**src/rtl/axi_pkg.sv**
```systemverilog
// Shared AXI read-arbiter definitions: burst/size encodings, FSM states, master indices.
// Latency: n/a (declarations only).
// Backpressure: n/a.
package axi_pkg;

  localparam logic [1:0] BURST_INCR = 2'b01;
  localparam logic [2:0] SIZE_WORD  = 3'b010;

  localparam logic MST_ICACHE = 1'b0;
  localparam logic MST_DCACHE = 1'b1;

  typedef enum logic [1:0] {
    ST_IDLE = 2'd0,
    ST_ADDR = 2'd1,
    ST_DATA = 2'd2
  } arb_state_t;

endpackage

```
**src/rtl/rr_arb2.sv**
```systemverilog
// Two-way round-robin picker: one-hot grant from a request pair and a priority pointer.
// Latency: purely combinational.
// Backpressure: none; the caller decides when the grant is consumed.
module rr_arb2 (
  input  logic [1:0] req,
  input  logic       ptr,
  output logic [1:0] grant
);

  // A lone request wins outright; a tie goes to the master the pointer names.
  always_comb begin
    grant = req;
    if (req == 2'b11) begin
      grant = ptr ? 2'b10 : 2'b01;
    end
  end

endmodule

```
**src/rtl/axi_rd_arbiter.sv**
```systemverilog
// Shares one AXI read port between icache (m0) and dcache (m1), one burst in flight at a time.
// Latency: grant in the request cycle, s_arvalid the cycle after; next grant one cycle after rlast.
// Backpressure: arready only in IDLE; s_rready follows the owner's rready combinationally.
module axi_rd_arbiter
  import axi_pkg::*;
#(
  parameter int ADDR_W = 32,
  parameter int DATA_W = 32,
  parameter int ID_W   = 4
) (
  input  logic              clk,
  input  logic              cpu_rst_n,
  input  logic              m0_arvalid,
  output logic              m0_arready,
  input  logic [ADDR_W-1:0] m0_araddr,
  input  logic [7:0]        m0_arlen,
  input  logic [2:0]        m0_arsize,
  input  logic [1:0]        m0_arburst,
  output logic              m0_rvalid,
  input  logic              m0_rready,
  output logic [DATA_W-1:0] m0_rdata,
  output logic [1:0]        m0_rresp,
  output logic              m0_rlast,
  input  logic              m1_arvalid,
  output logic              m1_arready,
  input  logic [ADDR_W-1:0] m1_araddr,
  input  logic [7:0]        m1_arlen,
  input  logic [2:0]        m1_arsize,
  input  logic [1:0]        m1_arburst,
  output logic              m1_rvalid,
  input  logic              m1_rready,
  output logic [DATA_W-1:0] m1_rdata,
  output logic [1:0]        m1_rresp,
  output logic              m1_rlast,
  output logic              s_arvalid,
  input  logic              s_arready,
  output logic [ID_W-1:0]   s_arid,
  output logic [ADDR_W-1:0] s_araddr,
  output logic [7:0]        s_arlen,
  output logic [2:0]        s_arsize,
  output logic [1:0]        s_arburst,
  input  logic              s_rvalid,
  output logic              s_rready,
  input  logic [DATA_W-1:0] s_rdata,
  input  logic [1:0]        s_rresp,
  input  logic              s_rlast,
  input  logic [ID_W-1:0]   s_rid
);

  arb_state_t state;
  logic       owner;
  logic       rr_ptr;
  logic [1:0] req;
  logic [1:0] grant;
  logic       can_grant;
  logic       in_data;
  logic       unused_rid;

  // Only one burst is ever outstanding, so the returned ID carries no information.
  assign unused_rid = ^s_rid;

  assign req = {m1_arvalid, m0_arvalid};

  rr_arb2 u_rr_arb2 (
    .req   (req),
    .ptr   (rr_ptr),
    .grant (grant)
  );

  // Reset is folded in so a master holding arvalid through reset never sees a grant.
  assign can_grant  = (state == ST_IDLE) && cpu_rst_n;
  assign m0_arready = can_grant && grant[0];
  assign m1_arready = can_grant && grant[1];

  assign in_data   = (state == ST_DATA);
  assign m0_rvalid = in_data && (owner == MST_ICACHE) && s_rvalid;
  assign m1_rvalid = in_data && (owner == MST_DCACHE) && s_rvalid;
  assign s_rready  = in_data && ((owner == MST_DCACHE) ? m1_rready : m0_rready);

  assign m0_rdata = s_rdata;
  assign m0_rresp = s_rresp;
  assign m0_rlast = s_rlast;
  assign m1_rdata = s_rdata;
  assign m1_rresp = s_rresp;
  assign m1_rlast = s_rlast;

  // Arbitration FSM: latch the winner's request, present it to the slave, then follow the burst to rlast.
  always_ff @(posedge clk or negedge cpu_rst_n) begin
    if (!cpu_rst_n) begin
      state     <= ST_IDLE;
      owner     <= MST_ICACHE;
      rr_ptr    <= MST_ICACHE;
      s_arvalid <= 1'b0;
      s_arid    <= '0;
      s_araddr  <= '0;
      s_arlen   <= '0;
      s_arsize  <= '0;
      s_arburst <= '0;
    end else begin
      case (state)
        ST_IDLE: begin
          if (|grant) begin
            owner     <= grant[1];
            s_arid    <= {{(ID_W-1){1'b0}}, grant[1]};
            s_araddr  <= grant[1] ? m1_araddr  : m0_araddr;
            s_arlen   <= grant[1] ? m1_arlen   : m0_arlen;
            s_arsize  <= grant[1] ? m1_arsize  : m0_arsize;
            s_arburst <= grant[1] ? m1_arburst : m0_arburst;
            s_arvalid <= 1'b1;
            state     <= ST_ADDR;
          end
        end
        ST_ADDR: begin
          if (s_arready) begin
            s_arvalid <= 1'b0;
            state     <= ST_DATA;
          end
        end
        ST_DATA: begin
          if (s_rvalid && s_rready && s_rlast) begin
            rr_ptr <= ~owner;
            state  <= ST_IDLE;
          end
        end
        default: state <= ST_IDLE;
      endcase
    end
  end

endmodule

```
**config.mk**
```make
export PLATFORM = sky130hd
export DESIGN_NAME = axi_rd_arbiter
export DESIGN_NICKNAME = d
export VERILOG_FILES = /design/src/rtl/axi_pkg.sv /design/src/rtl/rr_arb2.sv /design/src/rtl/axi_rd_arbiter.sv
export SDC_FILE = /design/constraint.sdc
export NUM_CORES = 1
export LEC_CHECK = 0
export CORE_MARGIN = 2
export CORE_UTILIZATION = 33
export DETAILED_ROUTE_END_ITERATION = 7
export GPL_ROUTABILITY_DRIVEN = 0
export PLACE_DENSITY = 0.82
export SLEW_MARGIN = 25
export SYNTH_ARGS = -nofsm -noshare
export SYNTH_HDL_FRONTEND = slang
export SYNTH_SLANG_ARGS = --single-unit
```
**constraint.sdc**
```tcl
create_clock -name clk -period 2.1 [get_ports clk]
set_clock_uncertainty 0.2 [all_clocks]
set_input_delay 0.21 -clock clk [delete_from_list [all_inputs] [get_ports clk]]
set_output_delay 0.21 -clock clk [all_outputs]
set_load 0.01 [all_outputs]
```
# Word-level counts from Yosys, hierarchy flattened
# Index checks and enable logic that the tools add are counted.
[word_totals] input_bits=137 ff_bits=50 output_inout_bits=125 elab_cells=46
[classes] n_eq_ne=6 n_bitwise=1 reduce_logical=17 muxes=14
[ops] operator="32-bit two-way mux" count=1
[ops] operator="2-bit two-way mux" count=6
[ops] operator="1-bit logical AND" count=10
[ops] operator="8-bit two-way mux" count=1
[ops] operator="2-bit case mux with 3 select lines" count=1
[ops] operator="3-bit AND reduction" count=2
[ops] operator="2-bit equality test (second input constant)" count=2
[ops] operator="2-bit by 1-bit != test with 1-bit output (second input constant)" count=2
[ops] operator="2-bit AND reduction" count=2
[ops] operator="1-bit two-way mux" count=3
[ops] operator="3-bit two-way mux" count=1
[ops] operator="2-bit by 1-bit equality test with 1-bit output (second input constant)" count=1
[ops] operator="2-bit zero test" count=1
[ops] operator="2-bit != test (second input constant)" count=1
[ops] operator="1-bit case mux with 2 select lines" count=1
[ops] operator="2-bit nonzero test" count=1
[ops] operator="2-bit OR reduction" count=1
[ops] operator="1-bit inverter" count=1

# Longest topological paths before layout
# Gate-level depths: netlist of the first run.
[logic_depth] depth_word=6 mapped_depth=6 ltp_nobuf=3

# Modules after synthesis
# A second synthesis of the first run with hierarchy kept.
[unflattened] hier_cells=248 area_unflattened_um2=3216.8
[modules_own_cells] module="axi_rd_arbiter" seq_area_each_um2=1251.2 instances=1 cells_each=245 area_per_inst_um2=3198.1
[modules_own_cells] module="rr_arb2" seq_area_each_um2=0.0 instances=1 cells_each=3 area_per_inst_um2=18.8

# Least setup slack after synthesis of the first run
# OpenSTA, ideal clock, no wires.
[synth_timing] kind="register -> output" startpoint="register state[0]" endpoint="output port m0_arready" path_buffers=2 arrival_time_ns=1.225 stages_incl_launch_ff=5 required_ns=1.690 slack_ns=0.465 cell_sequence="dfrtp_1 -> nor2_1 -> buf_2 -> buf_2 -> o2111a_1"
[synth_via] elab_chain_cells=3
[synth_rtl] element="from (decl)" line_no="axi_rd_arbiter.sv:50" text="arb_state_t state;"
[synth_rtl] element="from (signal assigned)" line_no="axi_rd_arbiter.sv:90" text="state <= ST_IDLE;"
[synth_rtl] element="from (signal assigned)" line_no="axi_rd_arbiter.sv:110" text="state <= ST_ADDR;"
[synth_rtl] element="from (signal assigned)" line_no="axi_rd_arbiter.sv:116" text="state <= ST_DATA;"
[synth_rtl] element="2-bit zero test" line_no="axi_rd_arbiter.sv:71" text="assign can_grant = (state == ST_IDLE) && cpu_rst_n;"
[synth_rtl] element="1-bit logical AND" line_no="axi_rd_arbiter.sv:71"
[synth_rtl] element="1-bit logical AND" line_no="axi_rd_arbiter.sv:72" text="assign m0_arready = can_grant && grant[0];"
[synth_rtl] element="to (decl)" line_no="axi_rd_arbiter.sv:14" text="output logic m0_arready,"
# Every way passes these cells.

# Final worst setup path of the first run
[layout_timing] startpoint="register state[0]" endpoint="output port m1_rvalid"
[layout_via] elab_chain_cells=3
[layout_rtl] element="2-bit equality test" line_no="axi_rd_arbiter.sv:75" text="assign in_data = (state == ST_DATA);"
[layout_rtl] element="1-bit logical AND (2 in series)" line_no="axi_rd_arbiter.sv:77" text="assign m1_rvalid = in_data && (owner == MST_DCACHE) && s_rvalid;"
[layout_rtl] element="to (decl)" line_no="axi_rd_arbiter.sv:30" text="output logic m1_rvalid,"
# Every way passes these cells.

==> qor.log, run 1 <==
[die] core area 0.009196 mm^2
[final_layout] sequential cell area 0.001255 mm^2
[worst_hold_path] HP Class primary input to flop
[clock_network] clock tree from TritonCTS built
[power_and_ir_drop] power per cell area 1214 mW/mm^2
[sta] measured slew at the worst slew-check pin 514.3 ps
[die] height of the die 101.2 um
[global_routing] largest net degree at the start of global routing 47
[logic_synthesis] Synth cell types 24
[sta] fraction of the cycle the final worst path needs 0.9513
[worst_setup_path] kind of critical path flop to output port
[logic_synthesis] synthesized-area fraction occupied by xor and xnor cells 0
[global_routing] number of global-route vias before repair 3008
[clock_network] CTS clk-pin slew, worst paths 100 ps
[worst_setup_path] launching element type of the critical path flop
[die] die extent in x 101.2 um
[detailed_routing] number of nets still failing antenna checks after routing 0
[logic_synthesis] combined area of all synthesized cells 0.003119 mm^2
[sta] RSZ-0062 raised after global routing false
[power_and_ir_drop] Worst IR Drop VDD 485.3 uV
[place] number of port buffers 152
[global_routing] number of antenna violations at the first check in global routing 0
[worst_setup_path] worst endpoint data arrival time 1590 ps
[job] # Max-Cap Violations 0
[detailed_routing] routed len/inst 17.93 um
[worst_setup_path] endpoint class of the critical path output port
[die] full die area 0.01025 mm^2
[place] detailed-placement wirelength estimate 6813 um
[sta] final slew viol count 0
[final_layout] final cell utilization of the core 0.4698
[clock_network] number of buffers on the longest clock path 2
[logic_synthesis] multiplexer area fraction after synthesis 0.006418
[sta] shortest clock period the worst path allows after layout 1998 ps
[final_layout] area taken by multi-input logic gates 0.001150 mm^2
[place] total cell area at the placement stage 0.004183 mm^2
[detailed_routing] final WL 9825 um
[logic_synthesis] sequential fraction of the synthesis area 0.4011
[outcome] status finished clean
[detailed_routing] Starting DRT DRC Count 122
[die] Ports 262
[global_routing] total overflow reported by the global router 0
[detailed_routing] total number of vias 2966
[final_layout] final std cell area, no fill 0.004320 mm^2
[worst_setup_path] total buffers and inverters traversed by the critical path 1
[global_routing] wire length of the first global-routing pass 15370 um
[worst_setup_path] crit path cell chain nor2b_2 > and3_1 > clkdlybuf4s50_1
[logic_synthesis] compound-cell area share of the yosys netlist 0.2443
[worst_setup_path] biggest cell delay along the critical path 530 ps
[final_layout] number of nets in the final layout 573
[die] Initial Utilization 0.3392
[sta] post-route worst hold slack 205.0 ps
[logic_synthesis] area share of and/or/nand/nor cells after synthesis 0.1063
[logic_synthesis] number of synthesis warnings 0
[worst_setup_path] Slowest-stage cell, CP sky130_fd_sc_hd__clkdlybuf4s50_1
[logic_synthesis] combinational family with the most area after synthesis compound AO/OA/AOI/OAI gates
[worst_setup_path] data required time of the critical path 1690 ps
[detailed_routing] Pre-Repair DR Iteration Count 4
[sta] remaining max-slew budget at the tightest pin 0.6571
[global_routing] total global routing track utilization 0.1901
[clock_network] level count of the clock H-tree 2
[final_layout] share of layout cells above drive strength 1 0.07551
[detailed_routing] routed via count divided by cell count 5.412
[clock_network] Clock Latency Late Sink 300 ps
[sta] Hold Vio Cnt, Final 0
[die] number of cell rows 35
[detailed_routing] DRC violations left 0
[worst_setup_path] crit-path max FO 5
[final_layout] antenna cells 0
[logic_synthesis] gate count after technology mapping 369
[logic_synthesis] Post-Synthesis Mean Instance Area 8.453 um^2
[sta] Achievable Freq 0.5006 GHz
[clock_network] clock sinks 50
[final_layout] FILL cells 899
[worst_setup_path] cell family with the largest share of critical-path delay buffers and inverters
[sta] Final TNS setup 0 ps
[final_layout] synth-to-layout area growth 38.51%
[logic_synthesis] fraction of the mapped netlist area in adder cells 0
[logic_synthesis] Seq cells post-synth 50
[clock_network] root cell of the clock tree sky130_fd_sc_hd__clkbuf_8
[sta] final number of setup-violating endpoints 0
[power_and_ir_drop] reported leakage power 1.700 nW
[clock_network] Inserted Clock Buffers 5
-- power by group --
part | total [mW] | leakage (nW) | internal (mW) | switching (mW)
clock | 0.681 | 0.0524 | 0.357 | 0.324
sequential | 1.75 | 0.557 | 1.46 | 0.293
combinational | 2.82 | 1.09 | 1.47 | 1.35
total | 5.25 | 1.70 | 3.28 | 1.96
-- worst register-to-register path, stage by stage, from the launching register on --
cell,delay (ps)
sky130_fd_sc_hd__dfrtp_2,460
sky130_fd_sc_hd__nor2_4,150
sky130_fd_sc_hd__buf_6,250
sky130_fd_sc_hd__and2_2,200
sky130_fd_sc_hd__buf_4,310
sky130_fd_sc_hd__a31oi_1,170
-- cell usage after synthesis --
cell type	instances	share of area
sky130_fd_sc_hd__a21oi_1	45	0.072
sky130_fd_sc_hd__a22o_1	1	0.0028
sky130_fd_sc_hd__a31oi_1	45	0.090
sky130_fd_sc_hd__and2_1	1	0.0020
sky130_fd_sc_hd__and3_1	2	0.0040
sky130_fd_sc_hd__buf_2	9	0.014
sky130_fd_sc_hd__buf_4	74	0.18
sky130_fd_sc_hd__buf_6	6	0.022
sky130_fd_sc_hd__clkbuf_1	20	0.024
sky130_fd_sc_hd__conb_1	1	0.0012
sky130_fd_sc_hd__dfrtp_1	50	0.40
sky130_fd_sc_hd__inv_1	1	0.0012
sky130_fd_sc_hd__inv_2	1	0.0012
sky130_fd_sc_hd__mux2i_1	2	0.0064
sky130_fd_sc_hd__nand2_1	6	0.0072
sky130_fd_sc_hd__nand2b_1	3	0.0060
sky130_fd_sc_hd__nand3_1	45	0.072
sky130_fd_sc_hd__nand3b_1	1	0.0024
sky130_fd_sc_hd__nor2_1	4	0.0048
sky130_fd_sc_hd__nor2b_1	2	0.0040
sky130_fd_sc_hd__nor3_1	1	0.0016
sky130_fd_sc_hd__o2111a_1	1	0.0036
sky130_fd_sc_hd__o21ai_0	47	0.075
sky130_fd_sc_hd__or2_1	1	0.0020
-- per-stage QoR --
| stage | total power [mW] | setup slack, ps | cells |
|---|---|---|---|
| after floorplan | 3.232 | 465.5 | 371 |
| after global placement | 4.496 | 24.15 | 539 |
| after detailed placement | 4.587 | -2.311 | 539 |
| after CTS | 5.280 | 16.50 | 548 |
| after global routing | 5.644 | 13.39 | 548 |
| final | 5.247 | 102.2 | 548 |
-- final cells by class --
type / count / share of cell area
Tap cell: 111 / 0.03215
Timing Repair Buffer: 167 / 0.3849
Inverter: 2 / 0.001738
Clock inverter: 1 / 0.006950
Clock buffer: 7 / 0.01767
Sequential cell: 50 / 0.2905
Multi-Input combinational cell: 210 / 0.2661
-- kinds of logic after synthesis --
kind of cell    count (synthesis)
mux                             2
buf+inv                       111
simple gates                   66
compound gates                139
flops                          50
other cells                     1
-- path summary, 6_finish.rpt --
kind	startpoint	to	slack, ps	cells after the start
setup / recovery	state[0]$_DFFE_PN0P_	m1_rvalid	100	3
hold / removal	m1_arvalid	s_araddr[14]$_DFFE_PN0P_	200	4
setup reg to reg	state[0]$_DFFE_PN0P_	s_araddr[22]$_DFFE_PN0P_	230	5
hold reg to reg	s_arvalid$_DFFE_PN0P_	s_arvalid$_DFFE_PN0P_	290	2
max in group asynchronous	cpu_rst_n	s_araddr[22]$_DFFE_PN0P_	1040	3
min in group asynchronous	cpu_rst_n	owner$_DFFE_PN0P_	280	3
-- timing repair --
| item | CTS | global route |
|---|---|---|
| endpoints found under the setup margin | 0 | 6 |
| resized for setup | 0 | 9 |
| hold endpoints to repair | 50 | 0 |
| hold buffers | 1 | 0 |
| buffers inserted | 0 | 0 |
-- state kept, by name, indices dropped and copies added, names as in the netlist --
name,flops
s_araddr,32
state,2
s_arburst,2
s_arvalid,1
s_arsize,3
owner,1
rr_ptr,1
s_arlen,8
-- cell usage in the layout (no fill, tap or decap), types with 3 or more instances in the layout --
master,count
sky130_fd_sc_hd__dfrtp_1,47
sky130_fd_sc_hd__clkdlybuf4s50_1,147
sky130_fd_sc_hd__nand2_1,6
sky130_fd_sc_hd__dfrtp_2,3
sky130_fd_sc_hd__clkbuf_8,5
sky130_fd_sc_hd__conb_1,3
sky130_fd_sc_hd__buf_4,11
sky130_fd_sc_hd__dlymetal6s2s_1,3
sky130_fd_sc_hd__o21ai_0,47
sky130_fd_sc_hd__nand3_1,45
sky130_fd_sc_hd__a21oi_1,45
sky130_fd_sc_hd__a31oi_1,45
sky130_fd_sc_hd__nor2_1,3
-- per-layer routing --
layer / up-vias / part of all wire / global-route usage
li1: 1369 / - / -
met1: 1415 / 0.39 / 0.2309
met2: 146 / 0.49 / 0.3169
met3: 36 / 0.079 / 0.04417
met4: 0 / 0.033 / 0.09356
met5: - / 0 / 0
No activity file was read; power rests on OpenSTA's default activity.
==> run 2, diff against run 1 <==
--- a/config.mk
+++ b/config.mk
@@ -5,11 +5,12 @@
 export SDC_FILE = /design/constraint.sdc
 export NUM_CORES = 1
 export LEC_CHECK = 0
-export CORE_MARGIN = 2
-export CORE_UTILIZATION = 33
+export CORE_AREA = 2 2 102 104
+export CTS_BUF_LIST = sky130_fd_sc_hd__clkbuf_4
 export DETAILED_ROUTE_END_ITERATION = 7
+export DIE_AREA = 0 0 104 106
 export GPL_ROUTABILITY_DRIVEN = 0
-export PLACE_DENSITY = 0.82
+export PLACE_DENSITY = 0.79
 export SLEW_MARGIN = 25
 export SYNTH_ARGS = -nofsm -noshare
 export SYNTH_HDL_FRONTEND = slang
==> constraint.sdc (replaced) <==
create_clock -name clk -period 2.4 [get_ports clk]
set_clock_uncertainty 0.2 [all_clocks]
set_input_delay 0.24 -clock clk [delete_from_list [all_inputs] [get_ports clk]]
set_output_delay 0.24 -clock clk [all_outputs]
set_load 0.01 [all_outputs]
==> run 2 against run 1 <==
Against the previous run:
- combinational power decreased by 14%
- final area decreased by 1.4%
- critical endpoint is now m0_arready
- global-route usage decreased by 2.2 points
- sequential power decreased by 13%
- routed wire length decreased by 2.4%
- clock-buffer cell count decreased by 1
- core utilization decreased by 4.4 points
- cell count increased by 3.8%
- hold slack improved by 12 ps
- via count increased by 0.27%
- sequential share of layout area increased by 0.33 points
- worst setup slack improved by 69 ps
==> qor.log, run 2 (synthesis results as in run 1) <==
[outcome] status finished clean [unchanged]
[clock_network] Clock Latency Late Sink 360 ps [was 300 ps]
[global_routing] total overflow reported by the global router 0 [unchanged]
[global_routing] number of antenna violations at the first check in global routing 0 [unchanged]
[global_routing] wire length of the first global-routing pass 15140 um [was 15370 um]
[worst_setup_path] launching element type of the critical path flop [unchanged]
[sta] post-route worst hold slack 216.6 ps [was 205.0 ps]
[final_layout] share of layout cells above drive strength 1 0.06005 [was 0.07551]
[die] height of the die 106 um [was 101.2 um]
[clock_network] root cell of the clock tree sky130_fd_sc_hd__clkbuf_4 [was sky130_fd_sc_hd__clkbuf_8]
[place] number of port buffers 152 [unchanged]
[clock_network] count of buffers added by post-CTS timing repair for setup 0 [unchanged]
[die] full die area 0.01102 mm^2 [was 0.01025 mm^2]
[clock_network] number of buffers on the longest clock path 2 [unchanged]
[power_and_ir_drop] reported leakage power 1.611 nW [was 1.700 nW]
[sta] Final TNS setup 0 ps [unchanged]
[die] Initial Utilization 0.3119 [was 0.3392]
[sta] RSZ-0062 raised after global routing false [unchanged]
[worst_setup_path] crit-path max FO 6 [was 5]
[sta] Hold Vio Cnt, Final 0 [unchanged]
[place] detailed-placement wirelength estimate 6617 um [was 6813 um]
[detailed_routing] number of nets still failing antenna checks after routing 0 [unchanged]
[detailed_routing] routed len/inst 16.86 um [was 17.93 um]
[final_layout] Largest register FFs 32 [unchanged]
[worst_hold_path] HP Class primary input to flop [unchanged]
[final_layout] antenna cells 0 [unchanged]
[detailed_routing] total number of vias 2974 [was 2966]
[sta] fraction of the cycle the final worst path needs 0.9286
[sta] final number of setup-violating endpoints 0 [unchanged]
[detailed_routing] Pre-Repair DR Iteration Count 5 [was 4]
[worst_setup_path] worst endpoint data arrival time 1790 ps [was 1590 ps]
[place] Cell Count Post-Placement 560 [was 539]
[worst_setup_path] data required time of the critical path 1960 ps [was 1690 ps]
[clock_network] clock tree from TritonCTS built [unchanged]
[die] Ports 262 [unchanged]
[detailed_routing] Starting DRT DRC Count 177 [was 122]
[power_and_ir_drop] power per cell area 1050 mW/mm^2 [was 1214 mW/mm^2]
[detailed_routing] routed via count divided by cell count 5.227 [was 5.412]
[die] core area 0.01000 mm^2 [was 0.009196 mm^2]
[sta] measured slew at the worst slew-check pin 891.5 ps [was 514.3 ps]
[sta] Achievable Freq 0.4487 GHz
[final_layout] largest registers s_araddr x32, s_arlen x8, s_arsize x3 [unchanged]
[sta] final slew viol count 0 [unchanged]
[final_layout] synth-to-layout area growth 36.54% [was 38.51%]
[final_layout] Top reg by flops s_araddr [unchanged]
[clock_network] CTS clk-pin slew, worst paths 160 ps [was 100 ps]
[sta] shortest clock period the worst path allows after layout 2229 ps
[worst_setup_path] kind of critical path flop to output port [unchanged]
[final_layout] Finished Layout Cells 569 [was 548]
[worst_setup_path] endpoint class of the critical path output port [unchanged]
[clock_network] clock sinks 50 [unchanged]
[final_layout] commonest non-fill, non-tap cell in the layout sky130_fd_sc_hd__clkdlybuf4s50_1 [unchanged]
[global_routing] largest net degree at the start of global routing 47 [unchanged]
[clock_network] level count of the clock H-tree 2 [unchanged]
[power_and_ir_drop] Worst IR Drop VDD 420.5 uV [was 485.3 uV]
[die] number of cell rows 37 [was 35]
[detailed_routing] DRC violations left 0 [unchanged]
[job] # Max-Cap Violations 0 [unchanged]
[global_routing] number of global-route vias before repair 2973 [was 3008]
[final_layout] number of nets in the final layout 569 [was 573]
[global_routing] total global routing track utilization 0.1685 [was 0.1901]
[sta] remaining max-slew budget at the tightest pin 0.4057 [was 0.6571]
[clock_network] Inserted Clock Buffers 5 [unchanged]
[final_layout] final cell utilization of the core 0.4259 [was 0.4698]
[detailed_routing] final WL 9594 um [was 9825 um]
[final_layout] most used cells in the layout excluding fill and tap cells 150 x sky130_fd_sc_hd__clkdlybuf4s50_1, 50 x sky130_fd_sc_hd__dfrtp_1, 47 x sky130_fd_sc_hd__o21ai_0 [was 147 x sky130_fd_sc_hd__clkdlybuf4s50_1, 47 x sky130_fd_sc_hd__o21ai_0, 47 x sky130_fd_sc_hd__dfrtp_1]
[die] die extent in x 104 um [was 101.2 um]
run 2: cell count changes in the layout (fill, tap and decap cells not counted), moves of 2 or more:
| cell | before | now |
|---|---|---|
| sky130_fd_sc_hd__clkbuf_1 | 2 | 0 |
| sky130_fd_sc_hd__clkbuf_4 | 0 | 6 |
| sky130_fd_sc_hd__dfrtp_1 | 47 | 50 |
| sky130_fd_sc_hd__clkdlybuf4s50_1 | 147 | 150 |
| sky130_fd_sc_hd__dfrtp_2 | 3 | 0 |
| sky130_fd_sc_hd__clkbuf_8 | 5 | 0 |
| sky130_fd_sc_hd__dlymetal6s2s_1 | 3 | 0 |
| sky130_fd_sc_hd__buf_4 | 11 | 9 |
run 2: timing repair:
| action | 4_1_cts | 5_1_grt |
|---|---|---|
| hold endpoints to repair | 50 | 0 |
| resized for setup | 0 | 0 |
| hold buffers | 1 | 0 |
run 2: worst paths after layout:
kind	slack, ps	to	cells past startpoint	from
max	170	m0_arready	3	state[0]$_DFFE_PN0P_
min	220	s_araddr[2]$_DFFE_PN0P_	3	m0_araddr[2]
max reg2reg	400	s_arlen[0]$_DFFE_PN0P_	3	state[0]$_DFFE_PN0P_
min reg2reg	350	s_arvalid$_DFFE_PN0P_	2	s_arvalid$_DFFE_PN0P_
max in group asynchronous	1420	s_arlen[0]$_DFFE_PN0P_	3	cpu_rst_n
min in group asynchronous	230	rr_ptr$_DFFE_PN0P_	3	cpu_rst_n
run 2: critical path, stage by stage (launching register included):
cell and delay, ps:
sky130_fd_sc_hd__dfrtp_1 480, sky130_fd_sc_hd__nor2_4 190, sky130_fd_sc_hd__o2111a_1 230, sky130_fd_sc_hd__clkdlybuf4s50_1 530
run 2: metrics by stage:
stage               instance area [um^2]  power [mW]  setup WS (ps)
detailed placement                  4167       3.983          136.4
global route                        4259       4.766          33.88
global placement                    4167       3.901          209.4
CTS                                 4259       4.503          154.0
floorplan                           3127       2.828          735.5
finish                              4259       4.471          171.4
run 2: power breakdown:
group | switching, mW | internal [mW]
sequential | 0.263 | 1.27
combinational | 1.17 | 1.25
clock | 0.287 | 0.232
total | 1.72 | 2.75
run 2: cell type report:
type                       instances  area [um^2]
fill                            1014         5741
timing repair buffer             163         1609
sequential                        50         1251
multi-input combinational        210         1139
tap                              136        170.2
clock buffer                       6        45.04
clock inverter                     2        37.54
inverter                           2        7.507
run 2: routing by layer:
metal  global-route usage  routed length, um  share of wire  up-vias
met5                    0                  0              0        -
met2               0.2867               4813           0.50      154
li1                     -                  -              -     1363
met1               0.2109               3881           0.40     1432
met3              0.02820                678          0.071       25
met4              0.07432                220          0.023        0
==> run 3, diff against run 2 <==
--- a/config.mk
+++ b/config.mk
@@ -5,12 +5,14 @@
 export SDC_FILE = /design/constraint.sdc
 export NUM_CORES = 1
 export LEC_CHECK = 0
-export CORE_AREA = 2 2 102 104
+export ABC_AREA = 1
+export CORE_AREA = 2 2 100 102
 export CTS_BUF_LIST = sky130_fd_sc_hd__clkbuf_4
 export DETAILED_ROUTE_END_ITERATION = 7
-export DIE_AREA = 0 0 104 106
+export DIE_AREA = 0 0 102 104
 export GPL_ROUTABILITY_DRIVEN = 0
-export PLACE_DENSITY = 0.79
+export GPL_TIMING_DRIVEN = 0
+export PLACE_DENSITY = 0.83
 export SLEW_MARGIN = 25
 export SYNTH_ARGS = -nofsm -noshare
 export SYNTH_HDL_FRONTEND = slang
==> constraint.sdc (replaced) <==
create_clock -name clk -period 2.4 [get_ports clk]
set_clock_uncertainty 0.2 [all_clocks]
set_input_delay 0.24 -clock clk [delete_from_list [all_inputs] [get_ports clk]]
set_output_delay 0.24 -clock clk [all_outputs]
set_load 0.02 [all_outputs]
==> run 3 against run 2 <==
Against the previous run:
- worst setup slack improved by 81 ps
- total power is 13% higher
- core utilization is 17 points higher
- combinational power grew 24%
- global-route usage up 2.6 points
==> qor.log, run 3 <==
[worst_setup_path] Slowest-stage cell, CP sky130_fd_sc_hd__clkdlybuf4s50_1 [unchanged]
[place] total cell area at the placement stage 0.005552 mm^2 [was 0.004167 mm^2]
[clock_network] number of buffers on the longest clock path 2 [unchanged]
[logic_synthesis] cell with the most instances after synthesis sky130_fd_sc_hd__nand2_1 [was sky130_fd_sc_hd__buf_4]
[die] full die area 0.01061 mm^2 [was 0.01102 mm^2]
[sta] PnR worst setup slack 252.2 ps [was 171.4 ps]
[final_layout] FILL cells 869 [was 1014]
[power_and_ir_drop] Worst IR Drop VDD 480.9 uV [was 420.5 uV]
[power_and_ir_drop] reported leakage power 2.919 nW [was 1.611 nW]
[sta] RSZ-0062 raised after global routing false [unchanged]
[die] Initial Utilization 0.3328 [was 0.3119]
[final_layout] largest registers s_araddr x32, s_arlen x8, s_arsize x3 [unchanged]
[place] pre-CTS setup slack -304.1 ps [was 136.4 ps]
[worst_setup_path] kind of critical path primary input to output port [was flop to output port]
[worst_setup_path] launching element type of the critical path primary input [was flop]
[sta] fraction of the cycle the final worst path needs 0.8949 [was 0.9286]
[die] die extent in x 102 um [was 104 um]
[final_layout] Top reg by flops s_araddr [unchanged]
[detailed_routing] final WL 10650 um [was 9594 um]
[place] detailed-placement wirelength estimate 8675 um [was 6617 um]
[global_routing] largest net degree at the start of global routing 51 [was 47]
[final_layout] Largest register FFs 32 [unchanged]
[detailed_routing] metal1 wirelength 3931 um [was 3881 um]
[logic_synthesis] share of synthesized registers carrying an async set or reset 1.000 [unchanged]
[detailed_routing] met2 layer wire length in the routed design 5470 um [was 4813 um]
[detailed_routing] met3 wire length 1166 um [was 678 um]
[logic_synthesis] gate count after technology mapping 456 [was 369]
[logic_synthesis] largest area contributor in the synthesized netlist sky130_fd_sc_hd__dfrtp_1 [unchanged]
[logic_synthesis] EDFF count, synth 0 [unchanged]
[logic_synthesis] area share of the largest cell type after synthesis 0.3937 [was 0.4011]
[logic_synthesis] primary flip-flop cell chosen by synthesis mapping sky130_fd_sc_hd__dfrtp_1 [unchanged]
[logic_synthesis] Post-Synthesis Mean Instance Area 6.969 um^2 [was 8.453 um^2]
[final_layout] Finished Layout Cells 821 [was 569]
[sta] Achievable Freq 0.4656 GHz [was 0.4487 GHz]
[worst_setup_path] endpoint class of the critical path output port [unchanged]
[detailed_routing] number of nets still failing antenna checks after routing 0 [unchanged]
[final_layout] share of layout cells above drive strength 1 0.1541 [was 0.06005]
[place] Cell Count Post-Placement 811 [was 560]
[logic_synthesis] number of synthesis warnings 0 [unchanged]
[die] core area 0.009549 mm^2 [was 0.01000 mm^2]
[sta] post-route worst hold slack 190.6 ps [was 216.6 ps]
[logic_synthesis] top post-synthesis cells by count 233 x sky130_fd_sc_hd__nand2_1, 76 x sky130_fd_sc_hd__buf_4, 50 x sky130_fd_sc_hd__dfrtp_1 [was 74 x sky130_fd_sc_hd__buf_4, 50 x sky130_fd_sc_hd__dfrtp_1, 47 x sky130_fd_sc_hd__o21ai_0]
[die] height of the die 104 um [was 106 um]
[worst_setup_path] worst endpoint data arrival time 1710 ps [was 1790 ps]
[worst_setup_path] FF-to-FF Start state[1]$_DFFE_PN0P_ [was state[0]$_DFFE_PN0P_]
[clock_network] Clock Latency Late Sink 340 ps [was 360 ps]
[detailed_routing] total number of vias 3599 [was 2974]
[final_layout] antenna cells 0 [unchanged]
[global_routing] total global routing track utilization 0.1943 [was 0.1685]
[outcome] status finished clean [unchanged]
[global_routing] number of antenna violations at the first check in global routing 0 [unchanged]
[place] number of port buffers 220 [was 152]
[logic_synthesis] largest cells by area after synthesis sky130_fd_sc_hd__dfrtp_1 39%, sky130_fd_sc_hd__nand2_1 28%, sky130_fd_sc_hd__buf_4 18% [was sky130_fd_sc_hd__dfrtp_1 40%, sky130_fd_sc_hd__buf_4 18%, sky130_fd_sc_hd__a31oi_1 9.0%]
[sta] final slew viol count 0 [unchanged]
[clock_network] Inserted Clock Buffers 5 [unchanged]
[global_routing] total overflow reported by the global router 0 [unchanged]
[worst_hold_path] HP Class primary input to async pin [was primary input to flop]
[detailed_routing] top layer used by detailed routing met4 [unchanged]
[worst_setup_path] register-to-register path setup slack 670 ps [was 400 ps]
[power_and_ir_drop] PnR Total Power 5.045 mW [was 4.471 mW]
[sta] Final TNS setup 0 ps [unchanged]
[clock_network] level count of the clock H-tree 2 [unchanged]
[sta] shortest clock period the worst path allows after layout 2148 ps [was 2229 ps]
[job] # Max-Cap Violations 0 [unchanged]
[detailed_routing] routed len/inst 12.97 um [was 16.86 um]
[worst_setup_path] crit path cell chain clkdlybuf4s50_1 > nand2_4 > nand2_1 > buf_4 > buf_2 > nor3_1 > buf_2 [was nor2_4 > o2111a_1 > clkdlybuf4s50_1]
[logic_synthesis] Synth cell types 20 [was 24]
[clock_network] clock sinks 50 [unchanged]
[worst_setup_path] most frequent cell on the critical path sky130_fd_sc_hd__buf_2
[detailed_routing] Pre-Repair DR Iteration Count 4 [was 5]
[logic_synthesis] sequential fraction of the synthesis area 0.3937 [was 0.4011]
[clock_network] root cell of the clock tree sky130_fd_sc_hd__clkbuf_4 [unchanged]
[detailed_routing] DRC violations left 0 [unchanged]
[final_layout] number of nets in the final layout 824 [was 569]
[global_routing] wire length of the first global-routing pass 16570 um [was 15140 um]
[detailed_routing] Starting DRT DRC Count 70 [was 177]
[sta] final number of setup-violating endpoints 0 [unchanged]
[worst_setup_path] data required time of the critical path 1960 ps [about the same]
[worst_setup_path] end of the worst register-to-register path s_araddr[20]$_DFFE_PN0P_ [was s_arlen[0]$_DFFE_PN0P_]
[final_layout] most used cells in the layout excluding fill and tap cells 233 x sky130_fd_sc_hd__nand2_1, 214 x sky130_fd_sc_hd__clkdlybuf4s50_1, 78 x sky130_fd_sc_hd__buf_4 [was 150 x sky130_fd_sc_hd__clkdlybuf4s50_1, 50 x sky130_fd_sc_hd__dfrtp_1, 47 x sky130_fd_sc_hd__o21ai_0]
[clock_network] clock tree from TritonCTS built [unchanged]
[power_and_ir_drop] power per cell area 884.6 mW/mm^2 [was 1050 mW/mm^2]
[final_layout] final cell utilization of the core 0.5972 [was 0.4259]
[final_layout] synth-to-layout area growth 79.45% [was 36.54%]
[logic_synthesis] Seq cells post-synth 50 [unchanged]
[detailed_routing] routed via count divided by cell count 4.384 [was 5.227]
[die] number of cell rows 36 [was 37]
[die] Ports 262 [unchanged]
[sta] Hold Vio Cnt, Final 0 [unchanged]
[final_layout] commonest non-fill, non-tap cell in the layout sky130_fd_sc_hd__nand2_1 [was sky130_fd_sc_hd__clkdlybuf4s50_1]
[clock_network] CTS clk-pin slew, worst paths 160 ps [about the same]
[worst_setup_path] crit-path max FO 10 [was 6]
[worst_setup_path] cell depth of the worst flop-to-flop path 8 [was 3]
[global_routing] number of global-route vias before repair 3500 [was 2973]
[logic_synthesis] combined area of all synthesized cells 0.003178 mm^2 [was 0.003119 mm^2]
[final_layout] final std cell area, no fill 0.005703 mm^2 [was 0.004259 mm^2]
[worst_setup_path] biggest cell delay along the critical path 490 ps [was 530 ps]
[run 3: logic make-up (layout without fill, tap and decap cells)]
family | after synthesis | in the layout | share of synthesized area
flip-flops | 50 | 50 | 0.3937
buffers and inverters | 109 | 339 | 0.2252
other | 1 | 3 | 0.001180
AND/OR/NAND/NOR | 293 | 293 | 0.3744
AO/OA/AOI/OAI | 3 | 3 | 0.005510
[run 3: how the worst max path moves through the flow]
stage,start,endpoint,cells past startpoint
5_1_grt,rr_ptr$_DFFE_PN0P_,m1_arready,7
4_1_cts,state[0]$_DFFE_PN0P_,s_rready,4
6_report,m0_arvalid,m1_arready,7
2_1_floorplan,rr_ptr$_DFFE_PN0P_,m1_arready,6
3_3_place_gp,cpu_rst_n,m0_arready,4
3_5_place_dp,m0_arvalid,m1_arready,7
[run 3: layout make-up]
type                            instances  area [um^2]  share of cell area
Multi-Input combinational cell        299         1226              0.2150
Timing Repair Buffer                  223         2246              0.3938
Sequential cell                        50         1251              0.2194
Inverter                               12        45.04            0.007898
Clock inverter                          3        63.81             0.01119
Buffer                                 96        666.9              0.1169
Clock buffer                            5        37.54            0.006582
Tap cell                              133        166.4             0.02918
[run 3: where the power goes]
part / internal [mW] / switching (mW) / total, mW
logic: 1.35 / 1.64 / 2.99
clock network: 0.321 / 0.266 / 0.587
registers: 1.24 / 0.224 / 1.46
[run 3: critical path, delay by kind of cell]
family,cells,cell delay [ps]
and+or+nand+nor,3,400
buffers and inverters,4,1060
[run 3: routing by layer]
layer,track usage,vias up
met2,0.3698,164
met1,0.2012,1636
met3,0.07325,10
met4,0.03048,0
li1,-,1789
met5,0,-
[run 3: what timing repair did]
action / CTS / global route
gates resized for setup: 6 / 5
hold buffers: 2 / 0
endpoints found under the setup margin: 3 / 4
endpoints found under the hold margin: 50 / 0
setup buffers: 0 / 1
